**src/rtl/xor_share_arbiter_pkg.sv**
```systemverilog
// Shared types and constants for the two-requester XOR arbiter.
//   XOR_W        : width of the gate-level XOR datapath
//   req_id_t     : requester identifier (0 or 1)
//   slot_state_t : occupancy of the single registered result slot
package xor_arb_pkg;

    localparam int XOR_W = 64;

    typedef logic req_id_t;

    typedef enum logic {
        SLOT_EMPTY,
        SLOT_FULL
    } slot_state_t;

endpackage

```
**src/rtl/xor_share_arbiter_rr_arb2.sv**
```systemverilog
// Two-way round-robin arbiter, purely combinational.
//   valid [1:0] : request lines
//   ptr         : requester holding priority when both request
//   grant       : selected requester (0 when nobody requests)
//   any         : at least one request present
module rr_arb2
    import xor_arb_pkg::*;
(
    input  logic [1:0] valid,
    input  req_id_t    ptr,
    output req_id_t    grant,
    output logic       any
);

    // NOTE: every output of a combinational block gets a default first so
    // no path through the block leaves it unassigned (which would infer a latch).
    always_comb begin
        grant = 1'b0;
        any   = |valid;
        if (valid == 2'b11) begin
            grant = ptr;
        end else if (valid[1]) begin
            grant = 1'b1;
        end
    end

endmodule

```
**src/rtl/xor_share_arbiter_xor64.sv**
```systemverilog
// Gate-level bitwise XOR datapath of fixed width XOR_W.
//   a, b : operands
//   y    : a ^ b
module xor64_gate
    import xor_arb_pkg::*;
(
    input  logic [XOR_W-1:0] a,
    input  logic [XOR_W-1:0] b,
    output logic [XOR_W-1:0] y
);

    for (genvar i = 0; i < XOR_W; i++) begin : g_bit
        xor u_xor (y[i], a[i], b[i]);
    end

endmodule

```
**src/rtl/xor_share_arbiter.sv**
```systemverilog
// Shares one XOR datapath between two valid/ready requesters using
// round-robin arbitration; the result sits in one registered slot tagged
// with the owning requester id.
//   clk, reset          : clock, synchronous active-high reset
//   req0_* / req1_*     : requester valid, operands A/B, ready (accept strobe)
//   res_valid/id/out    : result slot contents, res_ready drains it
//   grant_cnt0/1        : wrapping counts of accepted transfers per requester
module xor_share_arbiter
    import xor_arb_pkg::*;
#(
    parameter int WIDTH = XOR_W,
    parameter int CNT_W = 16
) (
    input  logic             clk,
    input  logic             reset,
    input  logic             req0_valid,
    input  logic [WIDTH-1:0] req0_a,
    input  logic [WIDTH-1:0] req0_b,
    output logic             req0_ready,
    input  logic             req1_valid,
    input  logic [WIDTH-1:0] req1_a,
    input  logic [WIDTH-1:0] req1_b,
    output logic             req1_ready,
    output logic             res_valid,
    output logic             res_id,
    output logic [WIDTH-1:0] res_out,
    input  logic             res_ready,
    output logic [CNT_W-1:0] grant_cnt0,
    output logic [CNT_W-1:0] grant_cnt1
);

    slot_state_t      state_q;
    slot_state_t      state_d;
    req_id_t          rr_ptr;
    req_id_t          grant;
    logic             any_valid;
    logic             slot_free;
    logic             transfer;
    logic [WIDTH-1:0] op_a;
    logic [WIDTH-1:0] op_b;
    logic [WIDTH-1:0] xor_y;

    assign res_valid = (state_q == SLOT_FULL);
    // A full slot that is being drained this cycle can be refilled at once.
    assign slot_free = !res_valid || res_ready;

    rr_arb2 u_arb (
        .valid ({req1_valid, req0_valid}),
        .ptr   (rr_ptr),
        .grant (grant),
        .any   (any_valid)
    );

    // Readys follow the grant, not the requester's own valid; reset holds
    // both low so nothing is accepted while the slot is being cleared.
    assign req0_ready = !reset && slot_free && (grant == 1'b0);
    assign req1_ready = !reset && slot_free && (grant == 1'b1);
    assign transfer   = !reset && slot_free && any_valid;

    // Single shared datapath: operands are steered by the grant.
    assign op_a = grant ? req1_a : req0_a;
    assign op_b = grant ? req1_b : req0_b;

    xor64_gate u_xor (
        .a (op_a),
        .b (op_b),
        .y (xor_y)
    );

    always_comb begin
        state_d = state_q;
        unique case (state_q)
            SLOT_EMPTY: if (transfer) state_d = SLOT_FULL;
            SLOT_FULL:  if (res_ready && !transfer) state_d = SLOT_EMPTY;
            default:    state_d = SLOT_EMPTY;
        endcase
    end

    // NOTE: sequential state uses non-blocking assignments so every register
    // samples pre-edge values regardless of statement order.
    always_ff @(posedge clk) begin
        if (reset) begin
            state_q    <= SLOT_EMPTY;
            res_id     <= 1'b0;
            res_out    <= '0;
            rr_ptr     <= 1'b0;
            grant_cnt0 <= '0;
            grant_cnt1 <= '0;
        end else begin
            state_q <= state_d;
            if (transfer) begin
                res_out <= xor_y;
                res_id  <= grant;
                rr_ptr  <= ~grant;
                if (grant == 1'b0) begin
                    grant_cnt0 <= grant_cnt0 + 1'b1;
                end else begin
                    grant_cnt1 <= grant_cnt1 + 1'b1;
                end
            end
        end
    end

endmodule

```
**config.mk**
```make
export PLATFORM = sky130hd
export DESIGN_NAME = xor_share_arbiter
export DESIGN_NICKNAME = d
export VERILOG_FILES = /design/src/rtl/xor_share_arbiter_pkg.sv /design/src/rtl/xor_share_arbiter_rr_arb2.sv /design/src/rtl/xor_share_arbiter_xor64.sv /design/src/rtl/xor_share_arbiter.sv
export SDC_FILE = /design/constraint.sdc
export NUM_CORES = 1
export LEC_CHECK = 0
export BUFFER_PORTS_ARGS = -buffer_cell sky130_fd_sc_hd__buf_2
export CAP_MARGIN = 15
export CORE_AREA = 2 2 141 143
export DETAILED_ROUTE_END_ITERATION = 6
export DIE_AREA = 0 0 143 145
export GPL_TIMING_DRIVEN = 1
export PLACE_DENSITY = 0.57
export SLEW_MARGIN = 20
export SYNTH_ARGS = -nofsm -noshare
export SYNTH_HDL_FRONTEND = slang
export SYNTH_HIERARCHICAL = 1
export SYNTH_SLANG_ARGS = --single-unit
```
**constraint.sdc**
```tcl
create_clock -name clk -period 6.16 [get_ports clk]
set_input_delay 0.924 -clock clk [delete_from_list [all_inputs] [get_ports clk]]
set_output_delay 0.924 -clock clk [all_outputs]
set_load 0.005 [all_outputs]
```
==> results_dict.tcl <==
set metrics [dict create \
    run_status "finished clean" \
    num_vias 5830 \
    route.detailed.vias_per_inst 4.55 \
    synth-warning-count 6 \
    initial_antenna_violation_count 0 \
    wl_um 17700 \
    floorplan.die_area_um2 20700 \
    cap_violations 0 \
    p_int_mw 1.23 \
    min_delay_path_class "reg2reg" \
    ys_types 36 \
    rsz0062_at_grt "false" \
    average_cell_area_after_synthesis_um2 8.65 \
    synth_ff_type "sky130_fd_sc_hd__dfxtp_1" \
    clock_sink_count 99 \
    post-route-drc-count 0 \
    post_cts_resized 0 \
    fin_worst_skew_ns 0.00754 \
    synth_enable_flop_cells 0 \
    wire_length_of_the_first_global_routing_pass_um 27900 \
    min_path_cells 2 \
    power.switching_fraction_pct 28.3 \
    synthTopCellsByArea "sky130_fd_sc_hd__dfxtp_1, sky130_fd_sc_hd__mux2_2, sky130_fd_sc_hd__xor2_1" \
    worst-r2r-cell-count 7 \
    design.final.nets 1274 \
    num_io_pins 361 \
    layout.filler_cells 1997 \
    netlist_instances 683 \
    drv_slew 0 \
    via_count_of_the_first_global_routing_pass 5595 \
    final-setup-viol-count 0 \
    chipHeight_um 145 \
    ant_diodes 0 \
    p_per_area_nw_per_um2 208 \
    share_comb_of_total_power_pct 25.3 \
    regArea_um2 1980 \
    global_route.overflow_total 0 \
    antenna_left 0 \
    switching_component_of_the_power_mw 0.483 \
    cts_buffer_depth 2 \
    p_leak_nw 3.77 \
    relative_contribution_of_sequential_cells_to_total_power_pct 42.7 \
    firstDrtPassIters 4 \
    maximum_number_of_pins_on_one_net_before_global_route_repair 131 \
    worst_slew_margin_rel_pct 40.1 \
    tritoncts_clock_tree "done" \
    grt.total_usage_pct 16.8 \
    cp.arrival_ns 3.25 \
    ys_async_sr_fraction_pct 0 \
    drtIter0Drc 151 \
    synth_seq_area_share_pct 33.5 \
    worstSetupPathType "in2reg" \
    route.detailed.wl_per_inst_um 13.8 \
    number_of_nets_in_the_synthesized_netlist 946 \
    worst-endpoint-required_ns 6.43 \
    area.growth.synth_to_final_pct 38.7 \
    hpwlAfterDp_um 13700 \
    clock.fmax_mhz 336 \
    critical_path.startpoint_type "input port" \
    clock-root-buffer "sky130_fd_sc_hd__clkbuf_16" \
    postSynthRegisterBits 99 \
    totalNegativeSetupSlack_ns 0 \
    timing_worst_slew_pin_value_ns 0.896 \
    row_count 51 \
    syn_std_cell_area_um2 5910 \
    end_kind "flop" \
    yosys.area.top_type_share_pct 33.5 \
    postCtsHoldBufs 0 \
    finalHoldViolCount 0 \
    fin_total_pwr_mw 1.71 \
    core_region_area_um2 19200 \
    portBuffers 360 \
    worst_skew_late_latency_ns 0.35 \
    area_of_the_multi_input_gates_um2 3730 \
    cts.htree.levels 3 \
    power.clock.fraction_pct 32.1 \
    share_of_final_layout_standard_cells_stronger_than_drive_strength_1_pct 50.8 \
    cts_buffers 9 \
    vdd_drop_max_mv 0.135 \
    timing.final.crit_share_pct 48.3 \
    critical_path_peak_fanout 59 \
    cts_setup_buffers 0 \
    synth_largest_area_cell "sky130_fd_sc_hd__dfxtp_1" \
    start_util_pct 30.8 \
    timing.final.crit_period_ns 2.98 \
    gp_congestion 0.812 \
    floorplan.die.width_um 143 \
    clkSlewWorstSetupHoldPaths_ns 0.07 \
]
[Yosys cell counts (9+ instances only)]
cell                         n
sky130_fd_sc_hd__a21oi_1    18
sky130_fd_sc_hd__xor2_1     65
sky130_fd_sc_hd__or3_1      10
sky130_fd_sc_hd__nand3_1     9
sky130_fd_sc_hd__o21ai_0    74
sky130_fd_sc_hd__mux2_2    132
sky130_fd_sc_hd__nand2_1   135
sky130_fd_sc_hd__inv_1       9
sky130_fd_sc_hd__nor2_1     18
sky130_fd_sc_hd__dfxtp_1    99
sky130_fd_sc_hd__clkbuf_1   43
[power groups by stage]
stage,Clock [mW],Sequential [mW],Combinational (mW)
2_1_floorplan,0,0.750,0.233
5_1_grt,0.599,0.738,0.480
4_1_cts,0.575,0.730,0.441
3_5_place_dp,0,0.744,0.438
6_report,0.548,0.729,0.432
3_3_place_gp,0,0.742,0.435
[sequential cells by signal, summed over array words and instances, names as in the netlist]
name,flops
res_out,64
grant_cnt0,16
grant_cnt1,16
res_id,1
res_valid,1
rr_ptr,1
[path summary, 6_finish.rpt]
| kind | from | to | slack [ns] |
|---|---|---|---|
| min | res_out[41] | res_out[41] | 0.45 |
| max | req1_valid | grant_cnt1[10] | 3.18 |
| min reg2reg | res_out[41] | res_out[41] | 0.45 |
| max reg2reg | rr_ptr | grant_cnt1[10] | 3.45 |
[per-stage QoR]
stage               instance area [um^2]  hold slack [ns]  utilization [%]  cells  setup slack (ns)
floorplan                           5910            0.452                -    683              3.07
global placement                    7910            0.441             41.2   1265              2.87
detailed placement                  7910            0.446             41.2   1265              2.81
CTS                                 8190            0.458             42.7   1281              3.18
global route                        8200            0.470             42.7   1281              2.95
finish                              8200            0.452             42.7   1281              3.18
[worst max-delay path, stage by stage]
cell and delay, ns:
sky130_fd_sc_hd__buf_2 0.09, sky130_fd_sc_hd__a21boi_4 0.35, sky130_fd_sc_hd__buf_4 0.61, sky130_fd_sc_hd__and3_1 0.26, sky130_fd_sc_hd__nand3_1 0.28, sky130_fd_sc_hd__or4_1 0.56
sky130_fd_sc_hd__a21oi_1 0.15
[cells by family after synthesis]
| logic type | Yosys count | synth area share (%) |
|---|---|---|
| buffers and inverters | 56 | 3.71 |
| muxes | 135 | 25.7 |
| and+or+nand+nor | 217 | 16.9 |
| xor gates and xnor gates | 71 | 10.5 |
| DFF | 99 | 33.5 |
| adders and majority gates | 2 | 0.423 |
| AOI/OAI and AO/OA | 103 | 9.23 |
[final cells by class]
cell class	count	area share (%)
clock inverter	5	0.427
clock buffer	11	3.08
sequential	99	24.2
multi-input combinational	528	45.5
timing repair buffer	364	22.4
tap	265	4.04
inverter	9	0.412
[cell usage in the layout (no fill, tap or decap), types with 3 or more instances in the layout]
cell	instances
sky130_fd_sc_hd__buf_2	360
sky130_fd_sc_hd__nand2_1	135
sky130_fd_sc_hd__mux2_2	132
sky130_fd_sc_hd__dfxtp_1	99
sky130_fd_sc_hd__o21ai_0	74
sky130_fd_sc_hd__xor2_1	65
sky130_fd_sc_hd__a21oi_1	18
sky130_fd_sc_hd__nor2_1	17
sky130_fd_sc_hd__or3_1	10
sky130_fd_sc_hd__nand3_1	9
sky130_fd_sc_hd__clkbuf_16	9
sky130_fd_sc_hd__inv_1	8
sky130_fd_sc_hd__nor4_1	8
sky130_fd_sc_hd__o31ai_1	8
sky130_fd_sc_hd__or4_1	8
sky130_fd_sc_hd__nor2b_1	6
sky130_fd_sc_hd__nand4_1	6
sky130_fd_sc_hd__xnor2_1	6
sky130_fd_sc_hd__nor4b_1	3
sky130_fd_sc_hd__buf_4	3
[per-layer routing]
metal / wire [um] / vias to the layer above / GRT usage (%)
met5: 0 / - / 0
met4: 369 / 0 / 5.40
met1: 7460 / 2607 / 20.6
met3: 944 / 25 / 3.10
met2: 8960 / 193 / 29.5
li1: - / 3005 / -
(Power assumes the default switching activity.)
